## config.mk

```make
export PLATFORM = sky130hd
export DESIGN_NAME = kogge_stone_bist
export DESIGN_NICKNAME = d
export VERILOG_FILES = /design/src/rtl/kogge_stone_bist.sv
export SDC_FILE = /design/constraint.sdc
export NUM_CORES = 1
export LEC_CHECK = 0
export CAP_MARGIN = 20
export CORE_UTILIZATION = 48
export CTS_CLUSTER_DIAMETER = 80
export DETAILED_ROUTE_END_ITERATION = 10
export PLACE_DENSITY = 0.79
export RECOVER_POWER = 50
export SYNTH_ARGS = -nofsm -noshare
export SYNTH_HDL_FRONTEND = slang
export SYNTH_SLANG_ARGS = --single-unit
```

## constraint.sdc

```tcl
create_clock -name clk -period 3.2 [get_ports clk]
set_input_delay 0.96 -clock clk [delete_from_list [all_inputs] [get_ports clk]]
set_output_delay 0.96 -clock clk [all_outputs]
set_load 0.02 [all_outputs]
```

## src/rtl/kogge_stone_bist.sv

```systemverilog
// kogge_stone_bist: exhaustive self-test driver/checker for a combinational adder.
// Walks every {A,B,Cin} vector, holds each one for SETTLE_CYC cycles, then compares against A+B+Cin.
module kogge_stone_bist #(
  parameter int WIDTH      = 4,
  parameter int SETTLE_CYC = 1,
  parameter int ERR_W      = 16
) (
  input  logic               clk,
  input  logic               rst_n,
  input  logic               start,
  output logic [WIDTH-1:0]   dut_a,
  output logic [WIDTH-1:0]   dut_b,
  output logic               dut_cin,
  input  logic [WIDTH-1:0]   dut_sum,
  input  logic               dut_cout,
  output logic               busy,
  output logic               done,
  output logic               pass,
  output logic [ERR_W-1:0]   err_count,
  output logic               fail_valid,
  output logic [2*WIDTH:0]   fail_vec,
  output logic [WIDTH:0]     fail_got,
  output logic [2*WIDTH:0]   vec_idx
);
  localparam int VW = 2*WIDTH+1;
  localparam int CW = SETTLE_CYC > 1 ? $clog2(SETTLE_CYC) : 1;
  typedef enum logic [1:0] {IDLE, SETTLE, CHECK, DONE} state_t;
  state_t          state_q, state_d;
  logic [CW-1:0]   cnt_q, cnt_d;
  logic [VW-1:0]   vec_idx_q, vec_idx_d;
  logic [ERR_W-1:0] err_count_q, err_count_d;
  logic            fail_valid_q, fail_valid_d;
  logic [VW-1:0]   fail_vec_q, fail_vec_d;
  logic [WIDTH:0]  fail_got_q, fail_got_d;
  logic [WIDTH:0]  got, expected;
  logic            accept, last, mismatch, capture;
  always_ff @(posedge clk) begin
    if (!rst_n) begin
      state_q      <= IDLE;
      cnt_q        <= '0;
      vec_idx_q    <= '0;
      err_count_q  <= '0;
      fail_valid_q <= 1'b0;
      fail_vec_q   <= '0;
      fail_got_q   <= '0;
    end else begin
      state_q      <= state_d;
      cnt_q        <= cnt_d;
      vec_idx_q    <= vec_idx_d;
      err_count_q  <= err_count_d;
      fail_valid_q <= fail_valid_d;
      fail_vec_q   <= fail_vec_d;
      fail_got_q   <= fail_got_d;
    end
  end
  assign last = &vec_idx_q;
  always_comb begin
    state_d = state_q;
    unique case (state_q)
      IDLE, DONE: state_d = start ? SETTLE : state_q;
      SETTLE:     state_d = (cnt_q == CW'(SETTLE_CYC-1)) ? CHECK : SETTLE;
      CHECK:      state_d = last ? DONE : SETTLE;
      default:    state_d = IDLE;
    endcase
  end
  always_comb begin
    busy = (state_q == SETTLE) || (state_q == CHECK);
    done = state_q == DONE;
    pass = done && (err_count_q == '0);
  end
  // Case inequality so an X/Z response from the adder is always a mismatch.
  always_comb begin
    got          = {dut_cout, dut_sum};
    expected     = {1'b0, dut_a} + {1'b0, dut_b} + (WIDTH+1)'(dut_cin);
    accept       = ((state_q == IDLE) || (state_q == DONE)) && start;
    mismatch     = (state_q == CHECK) && (got !== expected);
    capture      = mismatch && !fail_valid_q;
    cnt_d        = (state_q == SETTLE) ? cnt_q + CW'(1) : '0;
    vec_idx_d    = accept ? '0 : ((state_q == CHECK) && !last) ? vec_idx_q + VW'(1) : vec_idx_q;
    err_count_d  = accept ? '0 : (mismatch && !(&err_count_q)) ? err_count_q + ERR_W'(1) : err_count_q;
    fail_valid_d = accept ? 1'b0 : fail_valid_q | mismatch;
    fail_vec_d   = accept ? '0 : capture ? vec_idx_q : fail_vec_q;
    fail_got_d   = accept ? '0 : capture ? got : fail_got_q;
  end
  assign {dut_a, dut_b, dut_cin} = vec_idx_q;
  assign vec_idx    = vec_idx_q;
  assign err_count  = err_count_q;
  assign fail_valid = fail_valid_q;
  assign fail_vec   = fail_vec_q;
  assign fail_got   = fail_got_q;
endmodule

```

==> flow_metrics.env <==
export IMPL_cp_depth=4
export IMPL_drtIter0Drc=126
export IMPL_synth_compound_area_share_pct=16.0
export IMPL_drtPass1Iterations=7
export IMPL_syn_nets=284
export IMPL_crit_buf_inv=1
export IMPL_die_area_um2=5000
export IMPL_gp_congestion=0.775
export IMPL_cts_resized_gates=0
export IMPL_critical_path_class="flip-flop to output pin"
export IMPL_cp_slowest_cell="clkdlybuf4s50_1"
export IMPL_floorplan_initialDensity_pct=51.0
export IMPL_synthMuxAreaShare_pct=0.442
export IMPL_setup_viol=0
export IMPL_port_buffers=59
export IMPL_pwr_share_clk_pct=37.9
export IMPL_ys_seq_area_share_pct=38.0
export IMPL_postCtsSetupRepairBufs=0
export IMPL_dr_total_vias=1966
export IMPL_cp_data_required_time_ns=2.24
export IMPL_critical_path_peak_fanout=4
export IMPL_cts_root_buffer="clkbuf_8"
export IMPL_yosys_warnings=0
export IMPL_synth_top_family_by_area="simple AND/OR/NAND/NOR gates"
export IMPL_fin_crit_sh_pct=92.8
export IMPL_coreArea_um2=4440
export IMPL_reg2reg_from="vec_idx[5]$_SDFFE_PP0P_"
export IMPL_dp_slack_ns=0.342
export IMPL_layout_commonest_cell="dfxtp_1"
export IMPL_routed_wl_um=4780
export IMPL_grt_pass1_vias=1641
export IMPL_fin_setup_tns_ns=0
export IMPL_cts_buffers=5
export IMPL_synth_top_cell_area_share_pct=38.0
export IMPL_power_frac_seq_pct=48.1
export IMPL_critPathLaunchType="flip-flop"
export IMPL_fin_crit_ns=2.97
export IMPL_fp_row_count=24
export IMPL_drive_gt1_share_pct=5.77
export IMPL_grt_usage_pct=19.2
export IMPL_ys_types=42
export IMPL_yosys_area_top_type="dfxtp_1"
export IMPL_min_delay_path_depth=2
export IMPL_ys_ff_latch=43
export IMPL_synth_xor_area_share_pct=5.74
export IMPL_worst_pin_slew_ns=0.614
export IMPL_finalClockSkew_ns=0.00394
export IMPL_grt_antenna_before_repair=0
export IMPL_clkTransAtPathRegs_ns=0.08
export IMPL_htree_levels=2
export IMPL_drv_cap=0
export IMPL_wl_per_cell_um=13.1
export IMPL_rrSetupSlack_ns=0.33
export IMPL_status="finished, violations left"
export IMPL_rsz0062_at_grt="no"
export IMPL_combPwrFrac_pct=14.0
export IMPL_syn_inst=264
export IMPL_peakVddDrop_uv=332
export IMPL_synth_adder_area_share_pct=7.29
export IMPL_antenna_left=0
export IMPL_drc_errors=8
export IMPL_cts_tree="done"
export IMPL_path_cells="ha_1 -> nor4b_1 -> and4_1 -> clkdlybuf4s50_1"
export IMPL_crit_path_end_kind="output pin"
export IMPL_cts_max_path_buffers=2
export IMPL_ys_top_cells_by_area="dfxtp_1, ha_1, nand3_1, o21ai_0, nand2_1"
export IMPL_critical_path_top_delay_family="buffers and inverters"
export IMPL_io_pins=60
export IMPL_violations="design-rule violations"
export IMPL_reg2reg_depth=10
export IMPL_via_per_inst=5.40
export IMPL_power_density_nw_per_um2=395
export IMPL_worstSkewPairLatency_ns=0.29
export IMPL_switching_power_uw=296
export IMPL_final_max_slew_violation_count=0
export IMPL_area_growth_pct=29.0
export IMPL_final_cell_mix="dfxtp_1, dlygate4sd3_1, nand2_1"
export IMPL_gr_total_overflow=0
export IMPL_timing_final_hold_violations=0
export IMPL_fmax_mhz=337
export IMPL_antenna_cells=0
export IMPL_final_net_count=331
export IMPL_crit_start="state_q[0]$_SDFFE_PN0P_"
export IMPL_synth_area_um2=2270
export IMPL_synthSimpleGateAreaFrac_pct=24.7
export IMPL_p_int_uw=858
export IMPL_die_h_um=70.7
export IMPL_setup_slack_ns=0.231
export IMPL_swShare_pct=25.7
export IMPL_crit_path_max_incr_delay_ns=0.60
export IMPL_hp_class="flip-flop to flip-flop"
export IMPL_place_detailed_hpwl_um=3380
export IMPL_relSlewSlack_pct=59.1
export IMPL_fp_dieW_um=70.7
export IMPL_crit_path_end="pass"
export IMPL_numClockSinks=43
export IMPL_r2r_end="err_count[3]$_SDFFE_PP0P_"
export IMPL_arrival_ns=2.01
export IMPL_p_leak_uw=0.00115
export IMPL_grt_max_degree=33
export IMPL_grt_first_pass_wirelength_um=7640
export IMPL_cts_hold_buf=0
export IMPL_synth_avg_cell_area_um2=8.58
-- worst min path at each step --
stage                          endpoint                startpoint  slack (ns)
5_1_grt        fail_got[2]$_SDFFE_PP0P_  fail_got[2]$_SDFFE_PP0P_        0.49
6_report       fail_got[4]$_SDFFE_PP0P_  fail_got[4]$_SDFFE_PP0P_        0.46
3_3_place_gp   fail_got[3]$_SDFFE_PP0P_  fail_got[3]$_SDFFE_PP0P_        0.45
4_1_cts        fail_got[4]$_SDFFE_PP0P_  fail_got[4]$_SDFFE_PP0P_        0.47
3_5_place_dp   fail_got[4]$_SDFFE_PP0P_  fail_got[4]$_SDFFE_PP0P_        0.46
2_1_floorplan   state_q[0]$_SDFFE_PN0P_   state_q[0]$_SDFFE_PN0P_        0.54
-- cell usage after synthesis (all sizes together) --
| master | count |
|---|---|
| dfxtp | 43 |
| a311oi | 1 |
| and3 | 1 |
| nor2 | 13 |
| and2 | 6 |
| xnor2 | 7 |
| o31a | 1 |
| inv | 12 |
| o22ai | 1 |
| or4 | 4 |
| nor2b | 2 |
| o311a | 1 |
| and4 | 5 |
| nand2 | 26 |
| o2111ai | 1 |
| o21ai | 22 |
| or3 | 9 |
| a21oi | 18 |
| buf | 14 |
| nor4b | 2 |
| mux2i | 1 |
| nand3b | 1 |
| o21a | 1 |
| ha | 10 |
| or2 | 2 |
| clkbuf | 8 |
| o31ai | 5 |
| nand4b | 1 |
| xor2 | 7 |
| nand4 | 5 |
| nor4 | 3 |
| o211ai | 5 |
| a21o | 1 |
| nand3 | 23 |
| fa | 2 |
-- per-layer routing --
layer | global-route usage [%] | up-vias | wire length (um)
li1 | - | 1024 | -
met1 | 26.5 | 895 | 2330
met2 | 29.1 | 41 | 2200
met3 | 4.84 | 6 | 187
met4 | 6.89 | 0 | 57
met5 | 0 | - | 0
-- layout make-up --
| cell class | instances | area [um^2] |
|---|---|---|
| flip-flops and latches | 43 | 861 |
| clock inverters | 2 | 35.0 |
| repair buffers | 62 | 609 |
| clock buffers | 6 | 82.6 |
| well taps | 52 | 65.1 |
| fillers | 389 | 1520 |
| inverters | 12 | 45.0 |
| multi-input cells | 187 | 1230 |
-- through the flow --
stage / cells / hold WS [ns] / utilization [%] / total power, uW / area [um^2]
floorplan: 264 / 0.538 / - / 683 / 2270
global placement: 356 / 0.452 / 63.2 / 730 / 2810
detailed placement: 356 / 0.460 / 63.2 / 734 / 2810
CTS: 364 / 0.475 / 65.9 / 1170 / 2930
global route: 364 / 0.492 / 65.8 / 1210 / 2920
finish: 364 / 0.465 / 65.8 / 1150 / 2920
-- worst reg2reg max path: cells and delay by family, from the launching register on --
kind                       cells  cell delay, ns
DFF                            1            0.41
adders and majority gates      2            0.86
AOI/OAI and AO/OA              3            0.83
and+or+nand+nor                2            0.35
xor gates and xnor gates       1            0.15
buffers and inverters          2            0.19
-- sequential cells by signal, summed over array words and instances, names as in the netlist --
| name | flops |
|---|---|
| cnt_q | 1 |
| err_count | 16 |
| fail_got | 5 |
| fail_valid | 1 |
| fail_vec | 9 |
| state_q | 2 |
| vec_idx | 9 |
-- power groups by stage --
stage	sequential [uW]	clock [uW]	combinational [uW]
after CTS	555	447	167
after detailed placement	568	0	166
after floorplan	571	0	113
final	555	437	162
after global placement	568	0	163
after global routing	557	472	180
-- kinds of logic after synthesis --
kind of cell	after synthesis
AND/OR/NAND/NOR	103
XOR/XNOR	14
flip-flops	43
AO/OA/AOI/OAI	57
multiplexers	1
adder cells (fa/ha/maj)	12
buffers and inverters	34
(Power assumes the default switching activity.)
